File: src/rtl/spot_centroid.sv
// spot_centroid: centroid of above-threshold pixels over one video frame
// Inputs : clk, rst (async, active-high), vsync (high = blanking), hsync (high = active line),
//          pix_en (pixel qualifier), pix (luminance), thresh (brightness threshold, latched at frame start)
// Outputs: spot_valid (one-cycle result strobe), spot_found, spot_x, spot_y, spot_cnt (held between strobes),
//          frame_drop (one-cycle pulse when a frame start arrives while the divider is busy)
module spot_centroid #(
    parameter int MAX_W   = 640,
    parameter int MAX_H   = 480,
    parameter int MIN_PIX = 4
) (
    input  logic        clk,
    input  logic        rst,
    input  logic        vsync,
    input  logic        hsync,
    input  logic        pix_en,
    input  logic [7:0]  pix,
    input  logic [7:0]  thresh,
    output logic        spot_valid,
    output logic        spot_found,
    output logic [9:0]  spot_x,
    output logic [8:0]  spot_y,
    output logic [18:0] spot_cnt,
    output logic        frame_drop
);
    localparam logic [9:0]  W_LIM = 10'(MAX_W);
    localparam logic [8:0]  H_LIM = 9'(MAX_H);
    localparam logic [18:0] MIN_C = 19'(MIN_PIX);

    typedef enum logic [2:0] {IDLE, ACCUM, DIV_X, DIV_Y, DONE} state_t;

    state_t      state_q, state_d;
    logic        vs_q, hs_q;
    logic [7:0]  thr_q, thr_d;
    logic [9:0]  col_q, col_d, col_eff, qx_q, qx_d;
    logic [8:0]  row_q, row_d;
    logic [27:0] sum_x_q, sum_x_d, sum_y_q, sum_y_d, dq_q, dq_d, dq_n;
    logic [18:0] cnt_q, cnt_d, rem_q, rem_d, rem_n;
    logic [19:0] rem_sh;
    logic [4:0]  it_q, it_d;
    logic        spot_valid_q, spot_valid_d, spot_found_q, spot_found_d, frame_drop_q, frame_drop_d;
    logic [9:0]  spot_x_q, spot_x_d;
    logic [8:0]  spot_y_q, spot_y_d;
    logic [18:0] spot_cnt_q, spot_cnt_d;
    logic        vs_rise, vs_fall, hs_rise, hs_fall, acc, bright, ge;

    assign spot_valid = spot_valid_q;
    assign spot_found = spot_found_q;
    assign spot_x     = spot_x_q;
    assign spot_y     = spot_y_q;
    assign spot_cnt   = spot_cnt_q;
    assign frame_drop = frame_drop_q;

    always_comb begin
        vs_rise = vsync & ~vs_q;
        vs_fall = ~vsync & vs_q;
        hs_rise = hsync & ~hs_q;
        hs_fall = ~hsync & hs_q;
        // a pixel arriving with the line-start edge is column 0
        col_eff = hs_rise ? '0 : col_q;
        acc     = hsync & pix_en;
        bright  = acc && col_eff < W_LIM && row_q < H_LIM && pix >= thr_q;
        // one restoring-division step: dq shifts dividend bits out and quotient bits in
        rem_sh  = {rem_q, dq_q[27]};
        ge      = rem_sh >= {1'b0, cnt_q};
        rem_n   = ge ? 19'(rem_sh - {1'b0, cnt_q}) : rem_sh[18:0];
        dq_n    = {dq_q[26:0], ge};
        state_d      = state_q;
        thr_d        = thr_q;
        col_d        = col_q;
        row_d        = row_q;
        sum_x_d      = sum_x_q;
        sum_y_d      = sum_y_q;
        cnt_d        = cnt_q;
        dq_d         = dq_q;
        rem_d        = rem_q;
        it_d         = it_q;
        qx_d         = qx_q;
        spot_valid_d = 1'b0;
        spot_found_d = spot_found_q;
        spot_x_d     = spot_x_q;
        spot_y_d     = spot_y_q;
        spot_cnt_d   = spot_cnt_q;
        frame_drop_d = vs_fall && state_q inside {DIV_X, DIV_Y, DONE};
        if (vs_fall && state_q inside {IDLE, ACCUM}) begin
            state_d = ACCUM;
            thr_d   = thresh;
            col_d   = '0;
            row_d   = '0;
            sum_x_d = '0;
            sum_y_d = '0;
            cnt_d   = '0;
        end else begin
            case (state_q)
                ACCUM: begin
                    if (vs_rise) begin
                        state_d = cnt_q >= MIN_C ? DIV_X : DONE;
                        dq_d    = sum_x_q;
                        rem_d   = '0;
                        it_d    = '0;
                    end else begin
                        col_d = col_eff;
                        if (hs_fall && row_q < H_LIM) row_d = row_q + 1'b1;
                        if (acc && col_eff < W_LIM) col_d = col_eff + 1'b1;
                        if (bright) begin
                            sum_x_d = sum_x_q + {18'd0, col_eff};
                            sum_y_d = sum_y_q + {19'd0, row_q};
                            cnt_d   = cnt_q + 1'b1;
                        end
                    end
                end
                DIV_X, DIV_Y: begin
                    dq_d  = dq_n;
                    rem_d = rem_n;
                    it_d  = it_q + 1'b1;
                    if (it_q == 5'd27) begin
                        it_d = '0;
                        if (state_q == DIV_X) begin
                            qx_d    = dq_n[9:0];
                            dq_d    = sum_y_q;
                            rem_d   = '0;
                            state_d = DIV_Y;
                        end else begin
                            state_d = DONE;
                        end
                    end
                end
                DONE: begin
                    state_d      = IDLE;
                    spot_valid_d = 1'b1;
                    spot_found_d = cnt_q >= MIN_C;
                    spot_x_d     = spot_found_d ? qx_q : '0;
                    spot_y_d     = spot_found_d ? dq_q[8:0] : '0;
                    spot_cnt_d   = cnt_q;
                end
                default: state_d = IDLE;
            endcase
        end
    end

    always_ff @(posedge clk or posedge rst) begin
        if (rst) begin
            state_q      <= IDLE;
            vs_q         <= 1'b0;
            hs_q         <= 1'b0;
            thr_q        <= '0;
            col_q        <= '0;
            row_q        <= '0;
            sum_x_q      <= '0;
            sum_y_q      <= '0;
            cnt_q        <= '0;
            dq_q         <= '0;
            rem_q        <= '0;
            it_q         <= '0;
            qx_q         <= '0;
            spot_valid_q <= 1'b0;
            spot_found_q <= 1'b0;
            spot_x_q     <= '0;
            spot_y_q     <= '0;
            spot_cnt_q   <= '0;
            frame_drop_q <= 1'b0;
        end else begin
            state_q      <= state_d;
            vs_q         <= vsync;
            hs_q         <= hsync;
            thr_q        <= thr_d;
            col_q        <= col_d;
            row_q        <= row_d;
            sum_x_q      <= sum_x_d;
            sum_y_q      <= sum_y_d;
            cnt_q        <= cnt_d;
            dq_q         <= dq_d;
            rem_q        <= rem_d;
            it_q         <= it_d;
            qx_q         <= qx_d;
            spot_valid_q <= spot_valid_d;
            spot_found_q <= spot_found_d;
            spot_x_q     <= spot_x_d;
            spot_y_q     <= spot_y_d;
            spot_cnt_q   <= spot_cnt_d;
            frame_drop_q <= frame_drop_d;
        end
    end
endmodule

File: config.mk
export PLATFORM = sky130hd
export DESIGN_NAME = spot_centroid
export DESIGN_NICKNAME = d
export VERILOG_FILES = /design/src/rtl/spot_centroid.sv
export SDC_FILE = /design/constraint.sdc
export NUM_CORES = 1
export LEC_CHECK = 0
export BUFFER_PORTS_ARGS = -buffer_cell sky130_fd_sc_hd__buf_2
export CAP_MARGIN = 20
export CORE_MARGIN = 2
export CORE_UTILIZATION = 28
export DETAILED_ROUTE_END_ITERATION = 10
export SETUP_SLACK_MARGIN = 0.05
export SLEW_MARGIN = 20
export SYNTH_ARGS = -nofsm -noshare
export SYNTH_HDL_FRONTEND = slang
export SYNTH_SLANG_ARGS = --single-unit
File: constraint.sdc
create_clock -name clk -period 9.8 [get_ports clk]
set_input_delay 0.98 -clock clk [delete_from_list [all_inputs] [get_ports clk]]
set_output_delay 0.98 -clock clk [all_outputs]
set_load 0.02 [all_outputs]
# Yosys cells after proc, flatten, opt, wreduce, memory -nomap -nowiden
# Cells that the tools add are included.
dict set report word_totals {
  ff_bits 210
}
dict set report classes {
  mux 43
  order_cmp 5
  bitwise 10
  reduce_logical 21
  eq_ne 9
  n_addsub 7
}
# op count
set ops {}
lappend ops {{2-to-1 mux 28 bit} 11}
lappend ops {{2-to-1 mux 19 bit} 8}
lappend ops {{2-to-1 mux 10 bit} 6}
lappend ops {{one-hot mux 28 bit (2 select lines)} 1}
lappend ops {{2-to-1 mux 9 bit} 5}
lappend ops {{one-hot mux 19 bit (2 select lines)} 1}
lappend ops {{adder 28 x 10 -> 28 bit} 1}
lappend ops {{adder 28 x 9 -> 28 bit} 1}
lappend ops {{>= comparator 20 x 19 -> 1 bit} 1}
lappend ops {{adder 19 x 1 -> 19 bit (second input constant)} 1}
lappend ops {{>= comparator 19 x 3 -> 1 bit (second input constant)} 1}
lappend ops {{subtractor 19 bit} 1}
lappend ops {{2-to-1 mux 3 bit} 5}
lappend ops {{adder 10 x 1 -> 10 bit (second input constant)} 1}
lappend ops {{less-than comparator 10 bit (second input constant)} 1}
lappend ops {{2-to-1 mux 5 bit} 2}
lappend ops {{one-hot mux 5 bit (2 select lines)} 1}
lappend ops {{nonzero test 2 bit} 5}
lappend ops {{adder 9 x 1 -> 9 bit (second input constant)} 1}
lappend ops {{less-than comparator 9 bit (second input constant)} 1}
lappend ops {{AND reduction 3 bit} 3}
lappend ops {{>= comparator 8 bit} 1}
lappend ops {{== test 3 x 2 -> 1 bit (second input constant)} 2}
lappend ops {{logical AND 1 bit} 6}
lappend ops {{17 further kinds} 28}

# Logic depth before layout (Yosys ltp)
# Gate-level depths: netlist of run 1.
dict set report logic_depth {
  ltp_word 11
  mapped_depth 14
}

# Worst setup path after synthesis of run 1
# No wires, ideal clock.
dict set report synth_timing {
  path_type {input to register}
  startpoint {input hsync}
  endpoint {register sum_x_q[16]}
  n_path_buf 2
  t_required_ns 9.722
  setup_ns 0.078
  arrival_time_ns 3.500
  path_stages 14
  setup_slack_ns 6.222
  cell_sequence {nand2b_1 > clkbuf_1 > and2_1 > ha_1 > inv_1 > fa_1 > nor2b_1 > o2111ai_1 > nand3_1 > a41oi_1 > a211o_1 > clkbuf_1 > or3_1 > a21oi_1}
}
dict set report synth_via {
  elab_chain_len 8
  word_cells_on_any_way 14
}
# item line_no
set synth_rtl {}
lappend synth_rtl {{start: declaration} 14} ;# input logic hsync,
lappend synth_rtl {{branches (longest 8 deep; another with adder 28 x 10 -> 28 bit)} --}
lappend synth_rtl {{end signal: assignment} 168} ;# sum_x_q <= sum_x_d;
lappend synth_rtl {{end: declaration} 36} ;# logic [27:0] sum_x_q, sum_x_d, sum_y_q, sum_y_d, dq_q, dq_d, dq_n;
# Several ways; the timed one is not identified. The select of a mux whose other input is x is not followed.
# A chain may end at the register's enable or synchronous reset.

# Worst setup path in the final report of run 1
dict set report layout_timing {
  startpoint {input hsync}
  endpoint {register sum_x_q[24]}
}
# The elaborated chain is that of the path after synthesis.

==> PnR_summary.wiki, run 1 <==
{| class="wikitable"
! Metric !! Value
|-
| Clk slew on worst S/H paths || 0.06 ns
|-
| Power Internal || 1990 uW
|-
| Max-capacitance violation count || 0
|-
| Hold wc startpoint || spot_cnt[13]
|-
| Number of synthesized register bits || 210
|-
| Avg Cell Area, Syn || 8.83 sq um
|-
| Syn. warnings || 0
|-
| Part of the total power dissipated in combinational logic || 37.1%
|-
| Floorplan die area || 44000 sq um
|-
| Sw Share || 38.5%
|-
| Post-synthesis to final-layout area growth || 14.7%
|-
| Clk sinks || 210
|-
| FF+latch area || 5260 sq um
|-
| Slew headroom || 37.3%
|-
| FFs w/ async S/R, synth || 100%
|-
| Crit Path Max Fanout || 14
|-
| RSZ-0062 raised after global routing || false
|-
| Static Leak || 0.00584 uW
|-
| Hold slack || 0.468 ns
|-
| Fin. Hold Viols || 0
|-
| Power density of the placed cells || 238 nW/um^2
|-
| Buffers from clock root to sink, at most || 3
|-
| Transition time at the pin with the least slew margin || 0.941 ns
|-
| Largest net degree at the start of global routing || 135
|-
| Antenna violations before repair || 1
|-
| Number of pins exceeding their max-slew limit in the final report || 0
|-
| Vertical extent of the die || 210 microns
|-
| Startpoint types || input port
|-
| Portion of the clock cycle consumed by the worst path in the final layout || 36.2%
|-
| Worst Setup SP || hsync
|-
| Class of the tightest hold or removal check || reg -> reg
|-
| Vias in the first global route || 9679
|-
| Total number of vias || 9875
|-
| Worst-case register-to-register setup slack || 6.41 ns
|-
| R2r endpoint || sum_x_q[24]
|-
| Count of boundary I/O pins || 62
|-
| Half-perimeter wire length after detailed placement || 20900 microns
|-
| Critical Path AT || 4.00 ns
|-
| Max Clock Freq || 282 MHz
|-
| Time the worst path needs with I/O delays and setup || 3.55 ns
|-
| Clock share of power || 30.3%
|-
| Unique masters post-synth || 68
|-
| Total power || 3240 uW
|-
| CTS Root Cell || sky130_fd_sc_hd__clkbuf_16
|-
| Required time worst endpoint || 10.25 ns
|-
| Count of flip-flops with a built-in enable after synthesis || 0
|-
| Overflow after GRT || 0
|-
| Floorplan row count || 75
|-
| Count of unresolved DRC violations after routing || 0
|-
| Post-synthesis instance total || 1343
|-
| Final weighted congestion of routability-driven global placement || 0.829
|-
| Status || finished clean
|-
| Critical path capture point type || flop
|-
| Post-Synthesis Net Count || 1418
|-
| Number of detailed-route iterations in the first pass || 5
|-
| Number of inserted filler cells in the final layout || 4304
|-
| Sum of negative setup slack || 0 ns
|-
| Sequential cell area fraction in the yosys report || 44.3%
|-
| Placeable core area || 41900 sq um
|-
| Ys flop type || sky130_fd_sc_hd__dfrtp_1
|-
| Clock Skews || 0.0106 ns
|-
| Area of the multi-input gates || 6150 sq um
|-
| Final Cell Area || 13600 sq um
|-
| Mean number of vias per cell || 5.10
|-
| Final-stage net count || 1455
|-
| Number of port buffers || 61
|-
| Net Switching || 1250 uW
|-
| Skew-Pair Late Insertion Delay || 0.53 ns
|-
| Post-route ant nets || 0
|-
| Width of the die || 210 microns
|-
| Final WS setup || 6.25 ns
|-
| First-pass GRT wire length || 51100 microns
|-
| R2R depth || 12
|-
| Cts repair resizes || 0
|-
| TritonCTS clock tree || done
|-
| Initial cell density of the core || 28.3%
|-
| Classification of the worst setup path || in -> reg
|-
| Count of H-tree levels built during CTS || 1
|-
| Number of buffers added for setup after CTS || 0
|-
| Reg-to-reg critical path startpoint || hs_q
|-
| Global-route usage over all layers || 14.1%
|-
| Minimum setup slack after placement || 5.74 ns
|-
| Post-detailed-routing wire length || 30300 microns
|-
| Per-cell routed wire length || 15.7 microns
|-
| Number of buffers created by CTS || 25
|-
| Layout cells sized above 1 || 10.5%
|-
| Part of the power in registers || 32.6%
|-
| Final setup fails || 0
|-
| Total cell area at the placement stage || 12700 sq um
|-
| Detailed router's first-iteration violation count || 681
|-
| Worst voltage drop across the vdd grid || 0.137 mV
|-
| Post-cts hold buffer count || 0
|-
| Critical Path End || sum_x_q[24]
|-
| Synthesized area || 11900 sq um
|}
[cells in the final DEF, fill, tap and decap left out, types with 9 or more instances in the layout]
cell type                     n
sky130_fd_sc_hd__nand2_1    211
sky130_fd_sc_hd__dfrtp_1    210
sky130_fd_sc_hd__o21ai_0    131
sky130_fd_sc_hd__a21oi_1    110
sky130_fd_sc_hd__nor2_1      84
sky130_fd_sc_hd__buf_2       61
sky130_fd_sc_hd__inv_1       52
sky130_fd_sc_hd__ha_1        51
sky130_fd_sc_hd__nand3_1     49
sky130_fd_sc_hd__mux2i_1     31
sky130_fd_sc_hd__or3_1       28
sky130_fd_sc_hd__xnor2_1     25
sky130_fd_sc_hd__clkbuf_16   25
sky130_fd_sc_hd__xor2_1      19
sky130_fd_sc_hd__or4_1       18
sky130_fd_sc_hd__nand4_1     17
sky130_fd_sc_hd__o31ai_1     16
sky130_fd_sc_hd__and3_1      15
sky130_fd_sc_hd__buf_4       15
sky130_fd_sc_hd__nand2b_1    14
sky130_fd_sc_hd__a21o_1      14
sky130_fd_sc_hd__and2_1      13
sky130_fd_sc_hd__nor3_1      12
sky130_fd_sc_hd__o21a_1      12
sky130_fd_sc_hd__o211ai_1    11
sky130_fd_sc_hd__and4_1      11
sky130_fd_sc_hd__a211oi_1    11
sky130_fd_sc_hd__o21ai_1      9
sky130_fd_sc_hd__mux2_2       9
sky130_fd_sc_hd__o311ai_1     9
[registers in the layout (all words and copies together) (netlist names), 10 cells and up]
signal and flops:
qx_q 10, col_q 10, sum_y_q 28, dq_q 28, rem_q 19, spot_x 10
cnt_q 19, spot_cnt 19, sum_x_q 28
[power by group through the flow]
stage / combinational (uW) / clock [uW] / sequential (uW)
3_5_place_dp: 1200 / 0 / 1070
5_1_grt: 1360 / 1040 / 1070
3_3_place_gp: 1170 / 0 / 1060
6_report: 1200 / 981 / 1050
2_1_floorplan: 917 / 0 / 1040
4_1_cts: 1200 / 1000 / 1050
[layout make-up]
type / instances / area share, %
Tap cell: 539 / 4.96
Clock buffer: 33 / 5.19
Timing Repair Buffer: 79 / 3.25
Antenna cell: 1 / 0.0184
Clock inverter: 9 / 1.16
Multi-Input combinational cell: 1010 / 45.2
Inverter: 54 / 1.55
Sequential cell: 210 / 38.6
[cells in the mapped netlist (25+ instances only)]
library cell	instances	area share (%)
sky130_fd_sc_hd__o21ai_0	131	5.5
sky130_fd_sc_hd__clkbuf_1	50	1.6
sky130_fd_sc_hd__dfrtp_1	210	44
sky130_fd_sc_hd__a21oi_1	110	4.6
sky130_fd_sc_hd__xnor2_1	25	1.8
sky130_fd_sc_hd__mux2i_1	31	2.6
sky130_fd_sc_hd__nor2_1	84	2.7
sky130_fd_sc_hd__inv_1	53	1.7
sky130_fd_sc_hd__or3_1	28	1.5
sky130_fd_sc_hd__ha_1	51	5.4
sky130_fd_sc_hd__nand3_1	49	2.1
sky130_fd_sc_hd__nand2_1	212	6.7
[stage by stage]
| step | util (%) | std cells |
|---|---|---|
| final | 32.5 | 1935 |
| after global routing | 32.5 | 1934 |
| after CTS | 32.5 | 1932 |
| after detailed placement | 30.4 | 1890 |
| after global placement | 30.4 | 1890 |
| after floorplan | - | 1343 |
[critical path, cell delays in order]
cell and delay, ns:
sky130_fd_sc_hd__buf_2 0.13, sky130_fd_sc_hd__nand2b_1 0.29, sky130_fd_sc_hd__and2_1 0.24, sky130_fd_sc_hd__ha_1 0.18, sky130_fd_sc_hd__inv_1 0.05, sky130_fd_sc_hd__fa_1 0.39
sky130_fd_sc_hd__nor2b_1 0.17, sky130_fd_sc_hd__o2111ai_1 0.16, sky130_fd_sc_hd__nand3_1 0.15, sky130_fd_sc_hd__a41oi_1 0.17, sky130_fd_sc_hd__a211o_1 0.41, sky130_fd_sc_hd__or4_1 0.54
sky130_fd_sc_hd__a21oi_1 0.14
[per-layer routing]
layer / vias to the layer above / global-route usage, % / routed length [microns] / share of wire (%)
met4: 2 / 5.11 / 889 / 2.9
li1: 4870 / - / - / -
met3: 45 / 1.81 / 1310 / 4.3
met1: 4767 / 19.1 / 14400 / 47
met5: - / 0 / 7 / 0.023
met2: 191 / 23.3 / 13700 / 45
[kinds of logic after synthesis]
| group | synth area share [%] |
|---|---|
| AND/OR/NAND/NOR | 20.2 |
| AO/OA/AOI/OAI | 18.8 |
| flip-flops | 44.3 |
| buffers and inverters | 4.07 |
| adder cells (fa/ha/maj) | 5.89 |
| XOR/XNOR | 3.25 |
| multiplexers | 3.47 |
[how the worst min path moves through the flow]
| stage | end | slack [ns] | cells after the start |
|---|---|---|---|
| 2_1_floorplan | dq_q[11] | 0.45 | 2 |
| 3_3_place_gp | spot_found | 0.46 | 2 |
| 3_5_place_dp | spot_found | 0.46 | 2 |
| 4_1_cts | spot_x[3] | 0.48 | 2 |
| 5_1_grt | spot_cnt[9] | 0.49 | 2 |
| 6_report | spot_cnt[13] | 0.47 | 2 |
Note: power is estimated with default switching activity, not from simulation.
==> inputs of run 2 (changes only) <==
==> constraint.sdc (replaced) <==
create_clock -name clk -period 3.14 [get_ports clk]
set_input_delay 0.314 -clock clk [delete_from_list [all_inputs] [get_ports clk]]
set_output_delay 0.314 -clock clk [all_outputs]
set_load 0.02 [all_outputs]
==> PnR_summary.wiki, run 2 (synthesis gave the netlist of run 1 again) <==
{| class="wikitable"
! Metric !! Value
|-
| Time the worst path needs with I/O delays and setup || 2.95 ns
|-
| Power density of the placed cells || 731 nW/um^2 (+210%)
|-
| Net Switching || 3910 uW (+210%)
|-
| Count of H-tree levels built during CTS || 1 (unchanged)
|-
| Longest individual stage delay on the worst path || 0.37 ns (-0.17 ns)
|-
| CP max stage cell || sky130_fd_sc_hd__dfrtp_1
|-
| Floorplan die area || 44000 sq um (unchanged)
|-
| Width of the die || 210 microns (unchanged)
|-
| CTS Root Cell || sky130_fd_sc_hd__clkbuf_16
|-
| RSZ-0062 raised after global routing || false
|-
| Worst-case register-to-register setup slack || 0.19 ns (-6.22 ns)
|-
| Overflow after GRT || 0 (unchanged)
|-
| Post-route ant nets || 0 (unchanged)
|-
| Largest net degree at the start of global routing || 93 (-31%)
|-
| Startpoint types || flop
|-
| Antenna violations before repair || 1 (unchanged)
|-
| Status || finished clean
|-
| Power Internal || 6240 uW (+210%)
|-
| Vertical extent of the die || 210 microns (unchanged)
|-
| Max-capacitance violation count || 0 (unchanged)
|-
| Final-stage net count || 1485 (+2.1%)
|-
| Number of port buffers || 61 (unchanged)
|-
| Placeable core area || 41900 sq um (unchanged)
|-
| Required time worst endpoint || 3.59 ns (-6.66 ns)
|-
| R2r endpoint || sum_x_q[12]
|-
| Worst voltage drop across the vdd grid || 0.422 mV (+210%)
|-
| Most common cell after layout, fill and taps aside || sky130_fd_sc_hd__nand2_1
|-
| Clock Skews || 0.0136 ns (+0.00310 ns)
|-
| Floorplan row count || 75 (unchanged)
|-
| Post-detailed-routing wire length || 31000 microns (+2.1%)
|-
| Critical Path AT || 3.40 ns (-0.60 ns)
|-
| Number of detailed-route iterations in the first pass || 5 (unchanged)
|-
| Top Registers || dq_q (28), sum_x_q (28), sum_y_q (28)
|-
| Portion of the clock cycle consumed by the worst path in the final layout || 93.9%
|-
| Total power || 10100 uW (+210%)
|-
| Slew headroom || 31.3% (-6.0 points)
|-
| Clk slew on worst S/H paths || 0.06 ns (about the same)
|-
| TritonCTS clock tree || done
|-
| Crit Path Max Fanout || 10 (-4)
|-
| R2R depth || 13 (+1)
|-
| Post-synthesis to final-layout area growth || 17.1%
|-
| Reg-to-reg critical path startpoint || hs_q
|-
| Classification of the worst setup path || reg -> reg
|-
| Buffers from clock root to sink, at most || 3 (unchanged)
|-
| Count of boundary I/O pins || 62 (unchanged)
|-
| Vias in the first global route || 9668 (-0.11%)
|-
| Sum of negative setup slack || 0 ns (unchanged)
|-
| Fin. Hold Viols || 0 (unchanged)
|-
| Half-perimeter wire length after detailed placement || 21600 microns (+3.3%)
|-
| Class of the tightest hold or removal check || in -> reg
|-
| Critical path capture point type || flop
|-
| Kind of cell with the highest combined delay on the critical path || simple AND/OR/NAND/NOR gates
|-
| Final Cell Area || 13900 sq um (+2.1%)
|-
| Skew-Pair Late Insertion Delay || 0.53 ns (about the same)
|-
| Global-route usage over all layers || 14.1% (-0.024 points)
|-
| Clk sinks || 210 (unchanged)
|-
| Number of buffers created by CTS || 25 (unchanged)
|-
| Static Leak || 0.00597 uW (+2.3%)
|-
| Per-cell routed wire length || 15.8 microns (+0.54%)
|-
| Critical path cell sequence || nand2b_4 > and2_1 > ha_1 > inv_1 > fa_2 > nor2b_2 > o2111ai_2 > nand3_2 > a41oi_2 > a211o_1 > buf_4 > or3_1 > a21oi_2
|-
| Hold wc startpoint || thresh[0]
|-
| WHS Endpoint || thr_q[0]
|-
| Number of pins exceeding their max-slew limit in the final report || 0 (unchanged)
|-
| Final setup fails || 0 (unchanged)
|-
| Part of the total power dissipated in combinational logic || 38.5% (+1.4 points)
|-
| Count of unresolved DRC violations after routing || 0 (unchanged)
|-
| Total cell area at the placement stage || 12900 sq um (+1.6%)
|-
| Transition time at the pin with the least slew margin || 1.03 ns (+0.0899 ns)
|-
| Number of inserted filler cells in the final layout || 4285 (-0.44%)
|-
| Part of the power in registers || 32.4% (-0.2 points)
|-
| Mean number of vias per cell || 5.09 (-0.34%)
|-
| Total number of vias || 9999 (+1.3%)
|-
| CP Buf/Inv Count || 2 (unchanged)
|-
| First-pass GRT wire length || 51300 microns (+0.34%)
|-
| Sw Share || 38.5% (about the same)
|-
| Initial cell density of the core || 28.3% (unchanged)
|-
| Highest-count cells in the layout ignoring fill and taps || sky130_fd_sc_hd__nand2_1, sky130_fd_sc_hd__dfrtp_1, sky130_fd_sc_hd__o21ai_0
|-
| Final weighted congestion of routability-driven global placement || 0.839 (+1.2%)
|-
| Max Clock Freq || 339 MHz
|-
| Cells on Worst Hold Path || 3 (+1)
|-
| Detailed router's first-iteration violation count || 659 (-3.2%)
|-
| Clock share of power || 29.1% (-1.2 points)
|-
| Layout cells sized above 1 || 12.3% (+1.9 points)
|}
run 2: cell type report:
| cell class | instances | area [sq um] | share of cell area (%) |
|---|---|---|---|
| Inverter | 54 | 206 | 1.49 |
| Antenna cell | 1 | 2.50 | 0.0180 |
| Tap cell | 539 | 674 | 4.86 |
| Timing Repair Buffer | 109 | 736 | 5.30 |
| Sequential cell | 210 | 5260 | 37.8 |
| Clock buffer | 31 | 678 | 4.88 |
| Multi-Input combinational cell | 1010 | 6180 | 44.5 |
| Clock inverter | 12 | 153 | 1.10 |
run 2: how the worst max path moves through the flow:
stage	startpoint	to	cells after the start
3_5_place_dp	hsync	sum_x_q[12]	14
6_report	hs_q	sum_x_q[12]	13
2_1_floorplan	rst	cnt_q[0]	1
5_1_grt	hs_q	sum_x_q[12]	13
4_1_cts	hs_q	sum_x_q[12]	13
3_3_place_gp	hsync	sum_x_q[20]	14
run 2: metrics by stage:
| step | std cells | util [%] | setup WS (ns) | hold slack, ns |
|---|---|---|---|---|
| floorplan | 1343 | - | 0.0978 | 0.345 |
| global placement | 1912 | 30.9 | 0.108 | 0.457 |
| detailed placement | 1912 | 30.9 | 0.0642 | 0.465 |
| CTS | 1963 | 33.1 | 0.0917 | 0.000211 |
| global route | 1966 | 33.2 | 0.0510 | 0.0121 |
| finish | 1966 | 33.2 | 0.192 | 0.00981 |
run 2: timing repair:
item	4_1_cts	5_1_grt
hold buffers	8	0
setup endpoints to repair	0	13
setup buffers	0	2
gates resized for setup	0	7
endpoints found under the hold margin	34	0
run 2: tightest hold or removal path, delay by kind of cell:
kind	cells	cell delay, ns
buffers and inverters	1	0.08
and+or+nand+nor	2	0.11
run 2: layer usage:
layer	global-route usage, %	wire (microns)	part of all wire, %
met5	0	0	0
met1	19.9	15100	49
met3	1.81	1310	4.2
met4	2.93	450	1.5
met2	23.2	14200	46
run 2: power groups by stage:
stage / registers [uW] / logic [uW] / clock network (uW)
2_1_floorplan: 3240 / 2860 / 0
3_3_place_gp: 3320 / 3790 / 0
3_5_place_dp: 3330 / 3840 / 0
4_1_cts: 3280 / 3870 / 3030
5_1_grt: 3320 / 4390 / 3150
6_report: 3280 / 3910 / 2960
